## src/rtl/vm_pkg.sv

```systemverilog
// Shared types for the vending-machine input path: coin/button codes, emit FSM states.
// Coin sensor bit i maps to COIN_MAP[i].
package vm_pkg;

  localparam int N_COINS   = 5;
  localparam int N_BUTTONS = 2;

  typedef enum logic [2:0] {
    COIN_NONE = 3'd0,
    C10       = 3'd1,
    C20       = 3'd2,
    C50       = 3'd3,
    E1        = 3'd4,
    E2        = 3'd5
  } coin_code_t;

  typedef enum logic [1:0] {
    BTN_NONE = 2'd0,
    WATER    = 2'd1,
    SODA     = 2'd2
  } button_code_t;

  typedef enum logic [1:0] {
    IDLE = 2'd0,
    EMIT = 2'd1,
    GAP  = 2'd2
  } emit_state_t;

  localparam coin_code_t COIN_MAP [N_COINS] = '{C10, C20, C50, E1, E2};

  // Code of the highest set sensor bit; callers guarantee at most one bit is set.
  function automatic coin_code_t coin_code(input logic [N_COINS-1:0] rise);
    coin_code_t code;
    code = COIN_NONE;
    for (int i = 0; i < N_COINS; i++) begin
      if (rise[i]) code = COIN_MAP[i];
    end
    return code;
  endfunction

endpackage

```

## src/rtl/sensor_debounce.sv

```systemverilog
// Debounces one raw line; level flips after DEBOUNCE_CYCLES consecutive differing samples.
// Latency: rise pulses on the edge that flips the level (DEBOUNCE_CYCLES samples after the raw rise).
// No backpressure: rise is a single-cycle pulse.
module sensor_debounce #(
  parameter int DEBOUNCE_CYCLES = 4
) (
  input  logic clk,
  input  logic rst,
  input  logic raw,
  output logic level,
  output logic rise
);

  localparam int CW = $clog2(DEBOUNCE_CYCLES);

  logic [CW-1:0] cnt;

  always_ff @(posedge clk or negedge rst) begin
    if (!rst) begin
      level <= 1'b0;
      rise  <= 1'b0;
      cnt   <= '0;
    end else begin
      rise <= 1'b0;
      if (raw != level) begin
        if (cnt == CW'(DEBOUNCE_CYCLES - 1)) begin
          level <= raw;
          rise  <= raw;
          cnt   <= '0;
        end else begin
          cnt <= cnt + 1'b1;
        end
      end else begin
        cnt <= '0;
      end
    end
  end

endmodule

```

## src/rtl/coin_front_end.sv

```systemverilog
// Debounces coin/button sensors, queues coins, emits single-cycle codes to the FSM while it idles.
// Latency: raw rise to push DEBOUNCE_CYCLES+1, push to coin_in 1; codes spaced 1+GAP_CYCLES apart.
// Backpressure: vm_idle=0 holds codes; push into a full FIFO is rejected (reject_out with COIN_FRONT_END_REJECT_EN).
module coin_front_end #(
  parameter int DEBOUNCE_CYCLES = 4,
  parameter int FIFO_DEPTH      = 4,
  parameter int GAP_CYCLES      = 2
) (
  input  logic                         clk,
  input  logic                         rst,
  input  logic [4:0]                   coin_sense,
  input  logic [1:0]                   button_sense,
  input  logic                         vm_idle,
  output logic [2:0]                   coin_in,
  output logic [1:0]                   button_in,
  output logic [$clog2(FIFO_DEPTH):0]  fifo_level
`ifdef COIN_FRONT_END_REJECT_EN
  ,
  output logic                         reject_out
`endif
);

  import vm_pkg::*;

  localparam int AW = $clog2(FIFO_DEPTH);
  localparam int GW = $clog2(GAP_CYCLES + 1);

  logic [N_COINS-1:0]   coin_lvl, coin_rise;
  logic [N_BUTTONS-1:0] btn_lvl, btn_rise;

  for (genvar i = 0; i < N_COINS; i++) begin : g_coin
    sensor_debounce #(.DEBOUNCE_CYCLES(DEBOUNCE_CYCLES)) u_deb (
      .clk(clk), .rst(rst), .raw(coin_sense[i]), .level(coin_lvl[i]), .rise(coin_rise[i])
    );
  end

  for (genvar i = 0; i < N_BUTTONS; i++) begin : g_btn
    sensor_debounce #(.DEBOUNCE_CYCLES(DEBOUNCE_CYCLES)) u_deb (
      .clk(clk), .rst(rst), .raw(button_sense[i]), .level(btn_lvl[i]), .rise(btn_rise[i])
    );
  end

  emit_state_t  state, state_n;
  logic [GW-1:0] gap_cnt, gap_cnt_n;
  button_code_t pend;
  coin_code_t   fifo_mem [FIFO_DEPTH];
  logic [AW-1:0] wr_ptr, rd_ptr;
  coin_code_t   coin_n;
  button_code_t btn_n;

  logic one_coin, full, push, pop, sel_take, grant;

  assign one_coin = (|coin_rise) && ((coin_rise & (coin_rise - 5'd1)) == '0);
  assign full     = (fifo_level == (AW+1)'(FIFO_DEPTH));
  assign grant    = (state == IDLE) && vm_idle;
  assign pop      = grant && (fifo_level != '0);
  assign sel_take = grant && (fifo_level == '0) && (pend != BTN_NONE);
  // A full FIFO still takes the coin when the same cycle frees a slot.
  assign push     = one_coin && (!full || pop);

  always_ff @(posedge clk) begin
    if (push) fifo_mem[wr_ptr] <= coin_code(coin_rise);
  end

  always_ff @(posedge clk or negedge rst) begin
    if (!rst) begin
      wr_ptr     <= '0;
      rd_ptr     <= '0;
      fifo_level <= '0;
    end else begin
      if (push) wr_ptr <= wr_ptr + 1'b1;
      if (pop)  rd_ptr <= rd_ptr + 1'b1;
      case ({push, pop})
        2'b10:   fifo_level <= fifo_level + (AW+1)'(1);
        2'b01:   fifo_level <= fifo_level - (AW+1)'(1);
        default: fifo_level <= fifo_level;
      endcase
    end
  end

  // First selection wins; simultaneous presses are ambiguous and dropped.
  always_ff @(posedge clk or negedge rst) begin
    if (!rst) begin
      pend <= BTN_NONE;
    end else if (sel_take) begin
      pend <= BTN_NONE;
    end else if (pend == BTN_NONE && btn_rise == 2'b01) begin
      pend <= WATER;
    end else if (pend == BTN_NONE && btn_rise == 2'b10) begin
      pend <= SODA;
    end
  end

`ifdef COIN_FRONT_END_REJECT_EN
  logic multi_coin;
  assign multi_coin = (|coin_rise) && !one_coin;

  always_ff @(posedge clk or negedge rst) begin
    if (!rst) reject_out <= 1'b0;
    else      reject_out <= multi_coin || (one_coin && full && !pop);
  end
`endif

  always_ff @(posedge clk or negedge rst) begin
    if (!rst) begin
      state     <= IDLE;
      gap_cnt   <= '0;
      coin_in   <= '0;
      button_in <= '0;
    end else begin
      state     <= state_n;
      gap_cnt   <= gap_cnt_n;
      coin_in   <= coin_n;
      button_in <= btn_n;
    end
  end

  // The IDLE decision cycle is the last zero cycle, so GAP itself holds GAP_CYCLES-1 cycles.
  always_comb begin
    state_n   = state;
    gap_cnt_n = gap_cnt;
    case (state)
      IDLE: if (pop || sel_take) state_n = EMIT;
      EMIT: begin
        gap_cnt_n = '0;
        state_n   = (GAP_CYCLES > 1) ? GAP : IDLE;
      end
      GAP: begin
        if (int'(gap_cnt) >= GAP_CYCLES - 2) state_n = IDLE;
        else                                 gap_cnt_n = gap_cnt + 1'b1;
      end
      default: state_n = IDLE;
    endcase
  end

  always_comb begin
    coin_n = COIN_NONE;
    btn_n  = BTN_NONE;
    if (pop)           coin_n = fifo_mem[rd_ptr];
    else if (sel_take) btn_n  = pend;
  end

endmodule

```

## config.mk

```make
export PLATFORM = sky130hd
export DESIGN_NAME = coin_front_end
export DESIGN_NICKNAME = d
export VERILOG_FILES = /design/src/rtl/vm_pkg.sv /design/src/rtl/sensor_debounce.sv /design/src/rtl/coin_front_end.sv
export SDC_FILE = /design/constraint.sdc
export NUM_CORES = 1
export LEC_CHECK = 0
export BUFFER_PORTS_ARGS = -buffer_cell sky130_fd_sc_hd__buf_2
export CAP_MARGIN = 20
export CORE_MARGIN = 8
export CORE_UTILIZATION = 47
export DETAILED_ROUTE_END_ITERATION = 10
export PLACE_DENSITY = 0.63
export SYNTH_ARGS = -nofsm -noshare
export SYNTH_HDL_FRONTEND = slang
export SYNTH_HIERARCHICAL = 1
export SYNTH_SLANG_ARGS = --single-unit
```

## constraint.sdc

```tcl
create_clock -name clk -period 4.5 [get_ports clk]
set_input_delay 0.225 -clock clk [delete_from_list [all_inputs] [get_ports clk]]
set_output_delay 0.225 -clock clk [all_outputs]
set_load 0.02 [all_outputs]
```

==> impl_metrics.csv, run 1 <==
group,metric,value,unit
run_status,outcome,"finished, final reports clean",
critical_path,critical_path.max_fanout,9,
critical_path,crit_chain,"nor3_1, or2_1, inv_1, and2_1, fa_1, and3_1, mux2i_1, xnor2_1",
final_layout,layout.core_utilization,53.2,%
clocking,cts-buffers-inserted,5,
power_and_ir_drop,power.net_switching,0.000504,W
die,floorplan.die.width,87.5,um
place,post-place-cells,248,
detailed_routing,drt_iter0_drc,62,
die,start_util,47.9,%
synth,synthesis.area,2400,um2
synth,synthesis.yosys.warnings,6,
power_and_ir_drop,sw_share,31.2,%
sta,maxClockFrequency,441,MHz
synth,post_synth.cell_area_avg,14.7,um2
critical_path,critPathSlowestCell,"sky130_fd_sc_hd__dfrtp_1",
synth,synthTopCellsByArea,"sky130_fd_sc_hd__dfrtp_1, sky130_fd_sc_hd__edfxtp_1, sky130_fd_sc_hd__ha_1, sky130_fd_sc_hd__xnor2_1, sky130_fd_sc_hd__mux2_1",
global_routing,grt_antenna_before_repair,0,
critical_path,max_stage_delay,450,ps
clocking,cts.reportedPaths.clkPinSlew,90,ps
critical_path,start_kind,"register",
clocking,clock_insertion_delay_worst_skew,300,ps
detailed_routing,dr_vias,1252,
synth,synth_top_cell_area_share,45.9,%
global_routing,grt_overflow_total,0,
global_routing,grt_pass1_wl,5660,um
detailed_routing,routed_wl,3310,um
die,floorplan.die.height,87.5,um
die,pin_count,18,
synth,netlist_instances,163,
final_layout,non_filler_cells_final,256,
power_and_ir_drop,power.clock.fraction,19.2,%
clocking,h-tree-depth,2,
flow_run,cap_viol_max_count,0,
sta,worst_pin_slew,924,ps
power_and_ir_drop,total_power,0.00162,W
sta,relative_slew_margins,38.4,%
final_layout,layout_common_cells,"sky130_fd_sc_hd__dfrtp_1, sky130_fd_sc_hd__buf_2, sky130_fd_sc_hd__xnor2_1, sky130_fd_sc_hd__edfxtp_1, sky130_fd_sc_hd__ha_1",
sta,clock-skew-final,6.70,ps
clocking,post_cts_hold_buffer_count,0,
clocking,tritoncts_clock_tree,"built",
power_and_ir_drop,seq_power_share,49.8,%
final_layout,nets,207,
final_layout,layout-area-overhead-vs-synth,11.0,%
detailed_routing,routed_wire_length_per_instance,12.9,um
detailed_routing,first_drt_pass_iteration_count,3,
final_layout,antenna_cells_inserted,0,
place,portBuffers,17,
critical_path,criticalPathCategory,"reg -> reg",
detailed_routing,remaining_drc_errors,0,
sta,grt_setup_unrepaired,"no",
die,floorplan_die_area,7650,um2
sta,timing_hold_violations_final,0,
sta,finalMaxSlewViolations,0,
place,place_ws,2230,ps
final_layout,commonest_non_fill_non_tap_cell_in_the_layout,"sky130_fd_sc_hd__dfrtp_1",
sta,final.min_clock_period,2270,ps
place,gp_congestion,0.742,
clocking,clock_tree.root_cell,"sky130_fd_sc_hd__clkbuf_8",
power_and_ir_drop,irDropWorstVdd,0.242,mV
power_and_ir_drop,cell_internal_pwr,0.00111,W
detailed_routing,vias_per_cell,4.89,
clocking,cts_setup_buffers,0,
sta,final_critical_path_setup_slack,2230,ps
synth,yosys.cell_types.count,38,
global_routing,grt_start_max_net_pins,45,
synth,synth_top_cell_by_area,"sky130_fd_sc_hd__dfrtp_1",
clocking,cts.repair.resized,0,
power_and_ir_drop,power_density,607,nW/um2
die,fp-row-count,26,
synth,synth_seq_cells,56,
critical_path,critical_path_arrival,2490,ps
global_routing,first_global_vias,1326,
final_layout,layout_cell_share_with_drive_strength_beyond_1,25.8,%
detailed_routing,drtAntennaViolNets,0,
clocking,clock-sinks,56,
synth,ys_seq_area_share,60.9,%
sta,setup_viol_count_final,0,
die,design.core.area,5010,um2
clocking,clock_path_buffers,2,
place,hpwlAfterDp,2560,um
sta,post-route-period-util,50.3,%
critical_path,crit_path_end_kind,"register",
global_routing,grt_usage,9.59,%
power_and_ir_drop,p_leak,1.22,nW
synth,synth_fp_nets,185,
power_and_ir_drop,combPwrFrac,31.0,%
critical_path,crit_required,4730,ps
min_path,hold_class,"in -> async",
sta,totalNegativeSetupSlack,0,ps
==> worst max-delay path: cells and delay by family (launching register included) <==
kind,cells,cell delay (ps)
buffers and inverters,1,90
flip-flops,1,450
multiplexers,1,150
XOR/XNOR,1,130
AND/OR/NAND/NOR,4,1010
adder cells (fa/ha/maj),1,370
==> layer usage <==
metal | wire, um | vias up | GRT usage [%] | share of wire, %
met5 | 0 | - | 0 | 0
met4 | 60 | 0 | 4.69 | 1.8
met3 | 163 | 6 | 3.40 | 4.9
met2 | 1700 | 20 | 16.1 | 51
met1 | 1390 | 620 | 10.5 | 42
li1 | - | 606 | - | -
==> power by group through the flow <==
stage | registers, W | logic, W | clock network [W]
final | 0.000805 | 0.000500 | 0.000311
after CTS | 0.000809 | 0.000514 | 0.000320
after floorplan | 0.000813 | 0.000392 | 0
after global placement | 0.000805 | 0.000481 | 0
after global routing | 0.000828 | 0.000565 | 0.000336
after detailed placement | 0.000820 | 0.000510 | 0
==> per-stage QoR <==
step | area, um2 | hold WS [ps]
5_1_grt | 2670 | 133
3_3_place_gp | 2560 | 414
2_1_floorplan | 2400 | -70.6
6_report | 2670 | 53.0
4_1_cts | 2670 | 95.0
3_5_place_dp | 2560 | 428
==> final cells by class <==
class	instances	area [um2]
fill	448	2340
inverter	5	18.8
sequential	56	1460
multi-input combinational	100	906
timing repair buffer	17	85.1
tap	70	87.6
clock buffer	5	68.8
clock inverter	3	37.5
==> flip-flops by register name, indices dropped and copies added (netlist names), 3 cells and up <==
name	count
g_coin.u_deb/cnt	10
g_coin.u_deb/level	5
g_btn.u_deb/cnt	4
g_coin.u_deb/rise	5
fifo_level	3
coin_in	3
fifo_mem	12
==> cell usage after synthesis <==
cell type and n:
sky130_fd_sc_hd__and2_1 7, sky130_fd_sc_hd__and3b_2 7, sky130_fd_sc_hd__buf_6 1, sky130_fd_sc_hd__inv_1 5, sky130_fd_sc_hd__xor2_1 1, sky130_fd_sc_hd__mux2i_2 1
sky130_fd_sc_hd__mux2_2 1, sky130_fd_sc_hd__nor2_1 6, sky130_fd_sc_hd__fa_1 1, sky130_fd_sc_hd__mux2i_1 1, sky130_fd_sc_hd__mux2_4 1, sky130_fd_sc_hd__a21oi_1 2
sky130_fd_sc_hd__dfrtp_1 44, sky130_fd_sc_hd__or2_1 1, sky130_fd_sc_hd__mux4_2 3, sky130_fd_sc_hd__nor2b_2 1, sky130_fd_sc_hd__nor3_2 7, sky130_fd_sc_hd__or3b_4 1
sky130_fd_sc_hd__xnor2_1 12, sky130_fd_sc_hd__or2_2 1, sky130_fd_sc_hd__nor2b_1 9, sky130_fd_sc_hd__nor3_1 1, sky130_fd_sc_hd__or3b_1 1, sky130_fd_sc_hd__o41ai_1 1
sky130_fd_sc_hd__clkbuf_1 1, sky130_fd_sc_hd__and2b_1 3, sky130_fd_sc_hd__nand3_1 1, sky130_fd_sc_hd__a21oi_2 1, sky130_fd_sc_hd__nand2b_1 3, sky130_fd_sc_hd__o21ai_0 1
sky130_fd_sc_hd__a2111oi_2 1, sky130_fd_sc_hd__nand2_1 3, sky130_fd_sc_hd__mux2_1 7, sky130_fd_sc_hd__a32o_1 1, sky130_fd_sc_hd__and3_1 1, sky130_fd_sc_hd__o21bai_1 1
sky130_fd_sc_hd__edfxtp_1 12, sky130_fd_sc_hd__ha_1 11
==> worst paths after layout <==
path                               start                     end  slack [ps]  cells past startpoint
setup / recovery           fifo_level[0]           fifo_level[2]        2230                      8
hold / removal                       rst              coin_in[1]          50                      1
setup reg to reg           fifo_level[0]           fifo_level[2]        2230                      8
hold reg to reg                 state[1]                state[1]         450                      1
max in group asynchronous            rst  g_coin[1].u_deb/cnt[0]        3870                      1
min in group clk           coin_sense[3]   g_coin[3].u_deb/level         170                      2
==> cells by family after synthesis <==
kind of cell               count (synthesis)  share of synthesized area (%)
AOI/OAI and AO/OA                          8                           2.71
xor gates and xnor gates                  13                           4.74
adders and majority gates                 12                           6.57
buffers and inverters                      7                           1.41
DFF                                       56                           60.9
muxes                                     14                           8.18
and+or+nand+nor                           53                           15.5
No activity file was read; power rests on OpenSTA's default activity.
==> inputs of run 2 (changes only) <==
--- a/config.mk
+++ b/config.mk
@@ -5,6 +5,7 @@
 export SDC_FILE = /design/constraint.sdc
 export NUM_CORES = 1
 export LEC_CHECK = 0
+export ABC_AREA = 1
 export BUFFER_PORTS_ARGS = -buffer_cell sky130_fd_sc_hd__buf_2
 export CAP_MARGIN = 20
 export CORE_MARGIN = 8
==> constraint.sdc (replaced) <==
create_clock -name clk -period 2.2 [get_ports clk]
set_input_delay 0.11 -clock clk [delete_from_list [all_inputs] [get_ports clk]]
set_output_delay 0.11 -clock clk [all_outputs]
set_load 0.02 [all_outputs]
==> run 2 against run 1 <==
Register-to-register slack got worse by 1900 ps. Clock skew down 0.90 ps. Design area rose by 5.5%. Sequential share of layout area decreased by 2.9 points. Worst setup slack lost 1900 ps. Critical endpoint unchanged. Largest cell class unchanged. Highest routed layer unchanged.
==> impl_metrics.csv, run 2 <==
group,metric,value,unit
synth,netlist_instances,264,
sta,post-route-period-util,83.3,%
clocking,cts-buffers-inserted,5,
min_path,hold_path_depth,3,
final_layout,largest_registers_ranked_by_flip_flop_count,"fifo_mem: 12 flops, g_coin.u_deb/cnt: 10 flops",
global_routing,grt_usage,10.0,%
power_and_ir_drop,power_density,1200,nW/um2
synth,yosys.cell_types.count,23,
die,design.core.area,5140,um2
detailed_routing,routed_wl,3380,um
die,floorplan.die.height,89.4,um
synth,synth_fp_nets,286,
synth,synth-adder-area-share,6.23,%
global_routing,grt_pass1_wl,6280,um
place,gp_congestion,0.801,
min_path,hold_class,"in -> reg",
global_routing,grt_overflow_total,0,
synth,synth_compound_gate_area_share,5.09,%
sta,maxClockFrequency,545,MHz
synth,synthesis.area,2530,um2
die,floorplan_die_area,7990,um2
detailed_routing,routed_wire_length_per_instance,9.37,um
synth,synth_top_cells_by_count,"sky130_fd_sc_hd__nor2_1, sky130_fd_sc_hd__dfrtp_1, sky130_fd_sc_hd__inv_1, sky130_fd_sc_hd__nand2_1, sky130_fd_sc_hd__o21ai_0",
clocking,cts.reportedPaths.clkPinSlew,90,ps
clocking,clock_path_buffers,2,
power_and_ir_drop,irDropWorstVdd,0.608,mV
critical_path,crit_required,2450,ps
die,start_util,49.2,%
synth,synth_seq_cells,56,
final_layout,nets,312,
final_layout,commonest_non_fill_non_tap_cell_in_the_layout,"sky130_fd_sc_hd__nor2_1",
synth,ys_async_sr_fraction,78.6,%
sta,final.min_clock_period,1830,ps
clocking,cts.repair.resized,0,
synth,yosys-mux-area-fraction,0,%
die,fp-row-count,26,
synth,synth_edf_count,12,
critical_path,reg2reg_setup_slack,370,ps
detailed_routing,drtAntennaViolNets,0,
synth,synthTopCellsByArea,"sky130_fd_sc_hd__dfrtp_1, sky130_fd_sc_hd__edfxtp_1, sky130_fd_sc_hd__nor2_1, sky130_fd_sc_hd__inv_1, sky130_fd_sc_hd__nand2_1",
synth,synthXorXnorAreaFrac,1.04,%
final_layout,layout_common_cells,"sky130_fd_sc_hd__nor2_1, sky130_fd_sc_hd__dfrtp_1, sky130_fd_sc_hd__inv_1",
final_layout,layout.filler_cells,477,
synth,post_synth.cell_area_avg,9.58,um2
global_routing,grt_start_max_net_pins,21,
critical_path,reg2reg_depth,14,
min_path,holdPathEnd,"g_btn[0].u_deb/rise",
synth,synth_top_cell_by_area,"sky130_fd_sc_hd__dfrtp_1",
sta,grt_setup_unrepaired,"no",
sta,timing_hold_violations_final,0,
final_layout,layout-area-overhead-vs-synth,11.1,%
final_layout,largest_register_ffs,12,
place,portBuffers,17,
final_layout,layout_cell_share_with_drive_strength_beyond_1,17.2,%
critical_path,start_kind,"register",
synth,ys_seq_area_share,57.8,%
sta,setup_viol_count_final,0,
clocking,post_cts_hold_buffer_count,1,
power_and_ir_drop,p_leak,1.44,nW
place,place_ws,377,ps
final_layout,antenna_cells_inserted,0,
clocking,cts_setup_buffers,0,
critical_path,crit_path_end_kind,"register",
critical_path,critical_path_arrival,2080,ps
final_layout,sequential_cell_area,1460,um2
critical_path,criticalPathCategory,"reg -> reg",
critical_path,critPathSlowestCell,"sky130_fd_sc_hd__dfrtp_1",
clocking,h-tree-depth,2,
flow_run,cap_viol_max_count,0,
critical_path,critical_path.max_fanout,4,
sta,clock-skew-final,5.80,ps
final_layout,max_flop_register,"fifo_mem",
place,placedInstanceArea,2710,um2
clocking,clock_tree.root_cell,"sky130_fd_sc_hd__clkbuf_8",
sta,final_critical_path_setup_slack,366,ps
detailed_routing,remaining_drc_errors,0,
run_status,outcome,"finished, final reports clean",
clocking,tritoncts_clock_tree,"built",
sta,totalNegativeSetupSlack,0,ps
global_routing,grt_antenna_before_repair,0,
synth,synthesis.yosys.warnings,6,
sta,worst_pin_slew,448,ps
clocking,clock_insertion_delay_worst_skew,300,ps
synth,synth_most_common_cell,"sky130_fd_sc_hd__nor2_1",
die,pin_count,18,
clocking,clock-sinks,56,
min_path,min-delay-start,"button_sense[0]",
synth,postSynth.topFlopCell,"sky130_fd_sc_hd__dfrtp_1",
final_layout,multi_input_comb_area,880,um2
sta,finalMaxSlewViolations,0,
detailed_routing,dr_vias,1577,
sta,relative_slew_margins,69.8,%
synth,synth-simple-area-share,22.4,%
detailed_routing,first_drt_pass_iteration_count,4,
detailed_routing,drt_iter0_drc,65,
critical_path,max_stage_delay,440,ps
critical_path,crit_chain,"nor2_4, inv_2, nand2_2, nand2_2, nor2_4, nand2_2, nand2_2, inv_1, fa_1, inv_1, nand3_1, nand3_1, nand2_1, inv_1",
critical_path,crit-reg2reg-launch,"g_coin[2].u_deb/rise",
critical_path,r2r-end,"fifo_level[2]",
synth,synth_top_cell_area_share,43.5,%
critical_path,crit_top_cell,"sky130_fd_sc_hd__nand2_2",
global_routing,first_global_vias,1510,
synth,combinational_family_with_the_most_area_after_synthesis,"simple AND/OR/NAND/NOR gates",
die,floorplan.die.width,89.4,um
detailed_routing,vias_per_cell,4.37,
final_layout,post-route-cell-area,2810,um2
place,hpwlAfterDp,2660,um
run 2: changes by cell type after synthesis, moves of 9 or more:
cell / change
sky130_fd_sc_hd__nand2_2: +9
sky130_fd_sc_hd__nand2_1: +38
sky130_fd_sc_hd__xnor2_1: -12
sky130_fd_sc_hd__nor2_1: +42
sky130_fd_sc_hd__nor2b_1: -9
sky130_fd_sc_hd__o21ai_0: +13
sky130_fd_sc_hd__inv_1: +38
run 2: cell families after synthesis:
family	Yosys count
simple gates	121
fa+ha+maj	12
buf+inv	49
flops	56
compound gates	23
xor+xnor	3
run 2: where the power goes:
part / switching, W / internal [W]
clock network: 0.000311 / 0.000220
logic: 0.000751 / 0.000470
registers: 0.000206 / 0.00141
run 2: area by class of cell:
type                    instances  share of cell area [%]
repair buffers                 20                    3.92
clock inverters                 3                   0.668
multi-input cells             159                    31.3
clock buffers                   5                    2.45
flip-flops and latches         56                    52.0
inverters                      48                    6.59
well taps                      70                    3.12
run 2: worst max-delay path: cells and delay by family, from the launching register on:
| kind | cells | cell delay, ps |
|---|---|---|
| simple gates | 9 | 720 |
| flops | 1 | 440 |
| fa+ha+maj | 1 | 390 |
| buf+inv | 4 | 230 |
run 2: worst max path at each step:
stage	startpoint	to	cells after the start
after floorplan	g_coin[2].u_deb/rise	fifo_level[2]	14
after global placement	g_coin[2].u_deb/rise	fifo_level[2]	14
after detailed placement	g_coin[2].u_deb/rise	fifo_level[2]	14
after CTS	g_coin[2].u_deb/rise	fifo_level[2]	14
after global routing	g_coin[2].u_deb/rise	fifo_level[2]	14
final	g_coin[2].u_deb/rise	fifo_level[2]	14
run 2: through the flow:
step,hold WS (ps),utilization (%),instances,power [W]
global route,51.5,54.7,361,0.00370
CTS,42.0,54.7,361,0.00342
finish,55.7,54.7,361,0.00336
floorplan,-186,-,264,0.00260
detailed placement,-60.3,52.8,352,0.00288
global placement,-62.5,52.8,352,0.00285
run 2: routing by layer:
layer | global-route usage [%] | share of wire [%]
met1 | 12.8 | 50
met2 | 15.8 | 43
met3 | 3.03 | 5.3
met4 | 3.17 | 1.2
met5 | 0 | 0
